`src/rtl/regfile_read_arbiter_if.sv`:
```
// Request/response bundle between read clients, the shared register-file mux and the read arbiter.
// master = clients + mux side, slave = arbiter side.
interface regfile_read_arbiter_if #(
  parameter int BUS_WIDTH = 32,
  parameter int SEL       = 5,
  parameter int NUM_REQ   = 4,
  parameter int ID_W      = 2
);
  logic [NUM_REQ-1:0]     req_valid;
  logic [NUM_REQ*SEL-1:0] req_addr;
  logic [NUM_REQ-1:0]     req_ready;
  logic [SEL-1:0]         Sel;
  logic [BUS_WIDTH-1:0]   Dout;
  logic                   rsp_valid;
  logic [BUS_WIDTH-1:0]   rsp_data;
  logic [ID_W-1:0]        rsp_id;
  logic                   rsp_ready;

  modport master (
    output req_valid, req_addr, Dout, rsp_ready,
    input  req_ready, Sel, rsp_valid, rsp_data, rsp_id
  );

  modport slave (
    input  req_valid, req_addr, Dout, rsp_ready,
    output req_ready, Sel, rsp_valid, rsp_data, rsp_id
  );
endinterface

```
`src/rtl/regfile_read_arbiter.sv`:
```
// Round-robin sharing of one register-file read mux among NUM_REQ clients; optional RD_ARB_ZERO_REG_EN forces reads of reg 0 to zero.
// Latency: request accepted at edge k drives Sel in cycle k+1, response valid after edge k+1; one read per cycle.
// Backpressure: rsp_valid & ~rsp_ready freezes every register and withholds all grants.
module regfile_read_arbiter #(
  parameter int BUS_WIDTH = 32,
  parameter int SEL       = 5,
  parameter int NUM_REQ   = 4,
  parameter int ID_W      = 2
) (
  input logic                 Clk,
  input logic                 Rst,
  regfile_read_arbiter_if.slave bus
);

  logic                 stall;
  logic                 grant;
  logic [ID_W-1:0]      winner;
  logic [ID_W-1:0]      ptr;
  logic [ID_W-1:0]      ptr_nxt;
  logic [NUM_REQ-1:0]   onehot;
  logic [SEL-1:0]       win_addr;
  logic                 s1_valid;
  logic [ID_W-1:0]      s1_id;
  logic [BUS_WIDTH-1:0] load_data;

  assign stall = bus.rsp_valid & ~bus.rsp_ready;

  // Search starts at ptr and wraps; the first pending requester wins.
  always_comb begin
    int          idx;
    logic [ID_W-1:0] idx_w;
    grant  = 1'b0;
    winner = '0;
    onehot = '0;
    idx    = 0;
    idx_w  = '0;
    for (int off = 0; off < NUM_REQ; off++) begin
      idx = int'(ptr) + off;
      if (idx >= NUM_REQ) idx = idx - NUM_REQ;
      idx_w = ID_W'(idx);
      if (!grant && bus.req_valid[idx_w]) begin
        grant  = 1'b1;
        winner = idx_w;
      end
    end
    if (grant) onehot[winner] = 1'b1;
  end

  assign win_addr = bus.req_addr[int'(winner)*SEL +: SEL];
  assign ptr_nxt  = (winner == ID_W'(NUM_REQ-1)) ? '0 : winner + 1'b1;

  assign bus.req_ready = (stall || Rst) ? '0 : onehot;

  always_ff @(posedge Clk) begin
    if (Rst) begin
      ptr      <= '0;
      s1_valid <= 1'b0;
      s1_id    <= '0;
      bus.Sel  <= '0;
    end else if (!stall) begin
      s1_valid <= grant;
      if (grant) begin
        bus.Sel <= win_addr;
        s1_id   <= winner;
        ptr     <= ptr_nxt;
      end
    end
  end

`ifdef RD_ARB_ZERO_REG_EN
  // Register 0 reads as constant zero regardless of what the mux returns.
  assign load_data = (bus.Sel == '0) ? '0 : bus.Dout;
`else
  assign load_data = bus.Dout;
`endif

  // A fire and a new load may coincide: stall is low whenever rsp_ready is high.
  always_ff @(posedge Clk) begin
    if (Rst) begin
      bus.rsp_valid <= 1'b0;
      bus.rsp_data  <= '0;
      bus.rsp_id    <= '0;
    end else if (!stall) begin
      bus.rsp_valid <= s1_valid;
      if (s1_valid) begin
        bus.rsp_data <= load_data;
        bus.rsp_id   <= s1_id;
      end
    end
  end

endmodule

```
`src/flat_wrapper.sv`:
```
// flat-port wrapper written by rule: the top's interface ports become plain ports
module regfile_read_arbiter_flat 
#(
  parameter int BUS_WIDTH = 32,
  parameter int SEL       = 5,
  parameter int NUM_REQ   = 4,
  parameter int ID_W      = 2
)
  (Clk, Rst, bus_req_valid, bus_req_addr, bus_Dout, bus_rsp_ready, bus_req_ready, bus_Sel, bus_rsp_valid, bus_rsp_data, bus_rsp_id);
  regfile_read_arbiter_if #(.BUS_WIDTH(BUS_WIDTH), .SEL(SEL), .NUM_REQ(NUM_REQ), .ID_W(ID_W)) bus_i ();
  input logic Clk;
  input logic Rst;
  input wire logic [$bits(bus_i.req_valid)-1:0] bus_req_valid;
  input wire logic [$bits(bus_i.req_addr)-1:0] bus_req_addr;
  input wire logic [$bits(bus_i.Dout)-1:0] bus_Dout;
  input wire logic [$bits(bus_i.rsp_ready)-1:0] bus_rsp_ready;
  output wire logic [$bits(bus_i.req_ready)-1:0] bus_req_ready;
  output wire logic [$bits(bus_i.Sel)-1:0] bus_Sel;
  output wire logic [$bits(bus_i.rsp_valid)-1:0] bus_rsp_valid;
  output wire logic [$bits(bus_i.rsp_data)-1:0] bus_rsp_data;
  output wire logic [$bits(bus_i.rsp_id)-1:0] bus_rsp_id;
  assign bus_i.req_valid = bus_req_valid;
  assign bus_i.req_addr = bus_req_addr;
  assign bus_i.Dout = bus_Dout;
  assign bus_i.rsp_ready = bus_rsp_ready;
  assign bus_req_ready = bus_i.req_ready;
  assign bus_Sel = bus_i.Sel;
  assign bus_rsp_valid = bus_i.rsp_valid;
  assign bus_rsp_data = bus_i.rsp_data;
  assign bus_rsp_id = bus_i.rsp_id;
  regfile_read_arbiter #(.BUS_WIDTH(BUS_WIDTH), .SEL(SEL), .NUM_REQ(NUM_REQ), .ID_W(ID_W)) u_core (.Clk(Clk), .Rst(Rst), .bus(bus_i));
endmodule
```
`config.mk`:
```
export PLATFORM = sky130hd
export DESIGN_NAME = regfile_read_arbiter_flat
export DESIGN_NICKNAME = d
export VERILOG_FILES = /design/src/rtl/regfile_read_arbiter_if.sv /design/src/rtl/regfile_read_arbiter.sv /design/src/flat_wrapper.sv
export SDC_FILE = /design/constraint.sdc
export NUM_CORES = 1
export LEC_CHECK = 0
export CAP_MARGIN = 20
export CORE_MARGIN = 2
export CORE_UTILIZATION = 35
export DETAILED_ROUTE_END_ITERATION = 12
export PLACE_DENSITY_LB_ADDON = 0.1
export SETUP_SLACK_MARGIN = 0.02
export SYNTH_ARGS = -nofsm -noshare
export SYNTH_HDL_FRONTEND = slang
export SYNTH_SLANG_ARGS = --single-unit
export TNS_END_PERCENT = 30
```
`constraint.sdc`:
```
create_clock -name Clk -period 6.7 [get_ports Clk]
set_input_delay 2.01 -clock Clk [delete_from_list [all_inputs] [get_ports Clk]]
set_output_delay 2.01 -clock Clk [all_outputs]
set_load 0.02 [all_outputs]
```
==> results.yml, run 1 <==
outcome:
  outcome: "finished, final reports clean"
placed_design:
  io_buffers: 102
  gp_congestion: 0.715
  post_dp_cell_area_sq_um: 2930
  place_hpwl_microns: 3410
clocking:
  cts_sinks: 45
  ctsHtreeMaxLevel: 2
  post_cts_buffers: 0
  cts_tree: "yes"
  cts_buffers: 5
  worstSkewPairLatency_ns: 0.28
  path_clk_slew_ns: 0.08
  cts_resized: 0
  max-clock-path-buffers: 2
  cts_hold_buffers: 0
  root_buffer: "clkbuf_8"
sta:
  fin_skew_ns: 0.00512
  max_freq_ghz: 0.164
  setup_viol: 0
  tns_ns: 0
  fin_crit_sh: 0.909
  slew_headroom: 0.542
  hold_viol_final: 0
  slew_violations: 0
  rsz0062_at_grt: "no"
  min_period_ns: 6.09
  worst_pin_slew_ns: 0.688
synth:
  synth_fa_ha_area_frac: 0.0265
  netlist_instances: 224
  synth_nets: 287
  synth_edf_count: 0
  synthArstFlopShare: 0
  ys.flop_type: "dfxtp_1"
  ys_top_cells_by_area: "dfxtp_1, nand2_1, a21oi_1, mux2i_1, ha_1"
  synthXorXnorAreaFrac: 0
  ys_types: 25
  synth_top_family_by_area: "simple AND/OR/NAND/NOR gates"
  synth_seq_cells: 45
  synth_simple_gate_area_share: 0.214
  avgSynthCellArea_sq_um: 8.43
  yosys_warnings: 0
  synth-compound-area-share: 0.154
  yosysMostFrequentCell: "nand2_1"
  muxShareOfSynthArea: 0.0742
  yosysTopAreaCell: "dfxtp_1"
  yosys.area.top_type_share: 0.477
  synthTopCellsByCount: "nand2_1, dfxtp_1, a21oi_1, mux2i_1, clkbuf_1"
  netlist_area_sq_um: 1890
  ys_seq_area_frac: 0.477
power:
  p_seq_frac: 0.474
  switching_share: 0.289
  pwr-share-comb: 0.289
  p_int_w: 0.000456
  ir_worst_vdd_mv: 0.118
  p_per_area_nw_per_um2: 213
  p_leak_nw: 1.14
  p_sw_w: 0.000185
  pwr-share-clk: 0.237
global_routing:
  grt_pass1_vias: 1697
  grt_max_degree: 46
  grt_pass1_wl_microns: 7780
  grtUsageTotal: 0.161
  grt-ovfl-total: 0
  antenna_found_initial: 0
die:
  chipWidth_microns: 77.4
  placeableCoreArea_sq_um: 5170
  dieArea_sq_um: 6000
  core.rowCount: 26
  io_pins: 103
  floorplan.initialDensity: 0.365
  die_h_microns: 77.4
final_layout:
  fin_util: 0.582
  n_antenna_cell: 0
  fin_area_sq_um: 3010
  syn_to_final_growth_pct: 59.3
  fillers: 479
  drive_gt1_frac: 0.0530
  nNetsFinal: 385
critical_path:
  path_max_fanout: 5
  worstPathArrival_ns: 4.08
  worstSetupEndpointType: "output port"
  worstPathRequired_ns: 4.69
  critPathKind: "in2out"
  cp-start-kind: "input port"
route:
  firstDrtPassIters: 6
  first_iter_violations: 80
  routed_via_density: 4.57
  route.detailed.drc: 0
  drtAntennaViolNets: 0
  wl_per_cell_microns: 12.0
  wirelength_microns: 4700
  num_vias: 1788
worst_hold_path:
  hp-class: "reg2reg"
flow_run:
  max_cap_viol_count: 0
-- through the flow --
step           hold slack [ns]  setup slack (ns)  std cells  total power (W)
2_1_floorplan            0.432              1.68        224         0.000412
4_1_cts                  0.457             0.605        391         0.000650
3_5_place_dp             0.446             0.612        385         0.000497
3_3_place_gp             0.441             0.619        385         0.000496
5_1_grt                  0.471             0.488        391         0.000678
6_report                 0.454             0.611        391         0.000641
-- worst max-delay path, stage by stage --
cell	delay [ns]
clkdlybuf4s50_1	0.52
inv_1	0.08
and3_1	0.19
nor3_2	0.34
inv_2	0.10
ha_1	0.20
and2_1	0.12
clkdlybuf4s50_1	0.52
-- cells by family (layout without fill, tap and decap cells) --
family | after synthesis | count (layout)
flops | 45 | 45
fa+ha+maj | 4 | 4
simple gates | 95 | 95
buf+inv | 19 | 116
compound gates | 47 | 47
mux | 14 | 14
-- final cells by class --
cell class / instances / area, sq um / share of cell area
clock buffer: 5 / 68.8 / 0.0229
clock inverter: 1 / 5.00 / 0.00166
inverter: 4 / 15.0 / 0.00499
multi-input combinational: 160 / 885 / 0.294
sequential: 45 / 901 / 0.300
tap: 70 / 87.6 / 0.0291
timing repair buffer: 106 / 1050 / 0.348
-- power groups by stage --
stage | clock, W | combinational, W | sequential, W
global route | 0.000171 | 0.000200 | 0.000307
detailed placement | 0 | 0.000188 | 0.000310
global placement | 0 | 0.000187 | 0.000309
finish | 0.000152 | 0.000185 | 0.000304
floorplan | 0 | 0.0000804 | 0.000332
CTS | 0.000158 | 0.000188 | 0.000304
-- per-layer routing --
layer,vias to the layer above,wire (microns),GRT usage
met2,53,2270,0.270
li1,937,-,-
met1,794,2050,0.192
met3,4,344,0.0523
met4,0,33,0.0571
met5,-,0,0
-- final timing paths --
check	from	endpoint	slack [ns]	depth (start not counted)
max	bus_req_valid[3]	bus_req_ready[2]	0.61	8
min	u_core.bus.rsp_data[10]	u_core.bus.rsp_data[10]	0.45	2
max reg2reg	u_core.ptr[1]	u_core.ptr[1]	5.00	6
min reg2reg	u_core.bus.rsp_data[10]	u_core.bus.rsp_data[10]	0.45	2
-- sequential cells by signal (all words and copies together), names as in the netlist --
signal,flops
u_core.bus.rsp_data,32
u_core.bus.Sel,5
u_core.bus.rsp_id,2
u_core.ptr,2
u_core.s1_id,2
u_core.bus.rsp_valid,1
u_core.s1_valid,1
-- placed cells by master (no fill, tap or decap), types with 2 or more instances in the layout --
cell / n
a21oi_1: 37
and2_1: 5
buf_4: 4
clkbuf_8: 5
clkdlybuf4s50_1: 101
dfxtp_1: 45
ha_1: 4
inv_1: 3
mux2i_1: 14
nand2_1: 72
nand2b_1: 2
nand3b_1: 5
nor2_1: 8
o221ai_1: 5
Power figures use the tool's default switching activity.
==> inputs of run 2 (changes only) <==
--- a/config.mk
+++ b/config.mk
@@ -8,7 +8,9 @@
 export CAP_MARGIN = 20
 export CORE_MARGIN = 2
 export CORE_UTILIZATION = 35
+export CTS_CLUSTER_SIZE = 14
 export DETAILED_ROUTE_END_ITERATION = 12
+export DONT_BUFFER_PORTS = 1
 export PLACE_DENSITY_LB_ADDON = 0.1
 export SETUP_SLACK_MARGIN = 0.02
 export SYNTH_ARGS = -nofsm -noshare
==> run 2 against run 1 <==
Count of clock-buffer cells in the layout up 2. Global-route usage fell by 2.5 points. Via count down 19%. Cell area is 32% lower. Worst hold slack about the same. Combinational power decreased by 54%. Worst setup slack better by 0.94 ns. Critical path depth decreased by 2. Sequential power up 8.6%. Die area stayed put. Cell count decreased by 26%. Wire length down 11%. Critical endpoint is now bus_req_ready[0]. Highest routed layer unchanged.
==> results.yml, run 2 (synthesis gave the netlist of run 1 again) <==
route:
  num_vias: 1448
  wirelength_microns: 4170
  wl_per_cell_microns: 14.4
  routed_via_density: 4.99
  drtAntennaViolNets: 0
  route.detailed.drc: 0
  first_iter_violations: 54
  firstDrtPassIters: 4
sta:
  rsz0062_at_grt: "no"
  hold_viol_final: 0
  max_freq_ghz: 0.194
  fin_crit_sh: 0.769
  tns_ns: 0
  slew_headroom: 0.570
  slew_violations: 0
  min_period_ns: 5.15
  fin_skew_ns: 0.00550
  layout_setup_ws_ns: 1.55
  worst_pin_slew_ns: 0.645
  setup_viol: 0
placed_design:
  place_hpwl_microns: 2970
  io_buffers: 0
  post_dp_cell_area_sq_um: 1900
  gp_congestion: 0.768
  place_ws_ns: 1.56
die:
  placeableCoreArea_sq_um: 5170
  floorplan.initialDensity: 0.365
  dieArea_sq_um: 6000
  io_pins: 103
  core.rowCount: 26
  die_h_microns: 77.4
  chipWidth_microns: 77.4
final_layout:
  final-seq-area_sq_um: 901
  drive_gt1_frac: 0.0727
  fin_area_sq_um: 2050
  multi_input_area_sq_um: 885
  top_register: "u_core.bus.rsp_data"
  layout_commonest_cell: "nand2_1"
  mostFrequentLayoutCells: "nand2_1, dfxtp_1, a21oi_1, mux2i_1, nor2_1"
  fillers: 532
  syn_to_final_growth_pct: 8.81
  n_antenna_cell: 0
  largest_register_ffs: 32
  nNetsFinal: 282
  fin_util: 0.397
  top_regs: "u_core.bus.rsp_data (32), u_core.bus.Sel (5)"
global_routing:
  antenna_found_initial: 0
  grt-ovfl-total: 0
  grt_pass1_vias: 1369
  grt_max_degree: 47
  gr-usage-met3: 0.0547
  grt_pass1_wl_microns: 6480
  grt_util_met2: 0.233
  busiest_layer: "met2"
  grtUsageTotal: 0.136
  use_met1: 0.151
clocking:
  root_buffer: "clkbuf_8"
  cts_sinks: 45
  cts_buffers: 5
  post_cts_buffers: 0
  cts_tree: "yes"
  max-clock-path-buffers: 2
  ctsHtreeMaxLevel: 2
  worstSkewPairLatency_ns: 0.29
  path_clk_slew_ns: 0.07
  cts_resized: 0
  cts_hold_buffers: 0
critical_path:
  reg2reg_depth: 6
  r2r-end: "u_core.ptr[1]"
  path_max_fanout: 5
  rr_startpoint: "u_core.ptr[1]"
  critPathKind: "in2out"
  crit_path_start: "bus_req_valid[3]"
  endpoint: "bus_req_ready[0]"
  worstSetupEndpointType: "output port"
  rrSetupSlack_ns: 4.96
  worstPathRequired_ns: 4.69
  worstPathArrival_ns: 3.14
  cp-start-kind: "input port"
power:
  p_leak_nw: 0.781
  ir_worst_vdd_mv: 0.0932
  design_power_total_w: 0.000622
  p_per_area_nw_per_um2: 303
outcome:
  outcome: "finished, final reports clean"
worst_hold_path:
  hp-class: "reg2reg"
  min_path_cells: 2
flow_run:
  max_cap_viol_count: 0
-- run 2: cell types whose count changed in the layout (fill, tap and decap cells not counted) --
cell,previous run,this run
clkdlybuf4s50_1,101,0
buf_4,4,1
buf_16,0,1
buf_2,1,0
buf_8,0,1
bufinv_16,0,1
clkbuf_1,0,1
clkbuf_8,5,6
clkinv_2,1,0
-- run 2: final cells by class --
| type | instances | area share |
|---|---|---|
| Timing Repair Buffer | 3 | 0.0244 |
| Clock inverter | 1 | 0.0146 |
| Sequential cell | 45 | 0.438 |
| Inverter | 4 | 0.00731 |
| Clock buffer | 7 | 0.0420 |
| Multi-Input combinational cell | 160 | 0.431 |
| Tap cell | 70 | 0.0426 |
-- run 2: worst min-delay path by stage --
stage / from / to
3_3_place_gp: u_core.s1_id[1] / u_core.bus.rsp_id[1]
4_1_cts: u_core.s1_id[1] / u_core.bus.rsp_id[1]
6_report: u_core.s1_id[1] / u_core.bus.rsp_id[1]
2_1_floorplan: u_core.s1_id[0] / u_core.bus.rsp_id[0]
5_1_grt: u_core.s1_id[1] / u_core.bus.rsp_id[1]
3_5_place_dp: u_core.s1_id[1] / u_core.bus.rsp_id[1]
-- run 2: per-stage QoR --
stage          hold slack [ns]  std cells
5_1_grt                  0.482        290
3_5_place_dp             0.447        280
6_report                 0.454        290
4_1_cts                  0.458        288
3_3_place_gp             0.446        280
2_1_floorplan            0.432        224
-- run 2: report_power, final --
part           switching (W)  internal [W]  total [W]  leakage, nW
Sequential         0.0000397      0.000291   0.000330        0.370
Clock              0.0000849      0.000122   0.000206       0.0585
Combinational      0.0000490     0.0000368  0.0000858        0.352
-- run 2: critical path: stages --
cell and delay [ns]:
inv_1 0.04, and3_1 0.19, nor3_2 0.38, inv_2 0.11, ha_1 0.21, and2_1 0.20
-- run 2: per-layer routing --
metal / wire length, microns / up-vias
li1: - / 732
met2: 2060 / 56
met3: 391 / 4
met5: 0 / -
met4: 36 / 0
met1: 1680 / 656
==> inputs of run 3 (changes only) <==
==> constraint.sdc (replaced) <==
create_clock -name Clk -period 5.17 [get_ports Clk]
set_input_delay 1.551 -clock Clk [delete_from_list [all_inputs] [get_ports Clk]]
set_output_delay 1.551 -clock Clk [all_outputs]
set_load 0.02 [all_outputs]
==> results of run 3 <==
The final DEF is identical to that of run 2. Status: finished, final reports clean.
Main changes from that run: setup slack after placement 1.56 ns -> 0.948 ns; setup slack after layout 1.55 ns -> 0.936 ns; register-to-register setup slack 4.96 ns -> 3.43 ns; total power 0.000622 W -> 0.000807 W; worst IR drop on VDD 0.0932 mV -> 0.121 mV
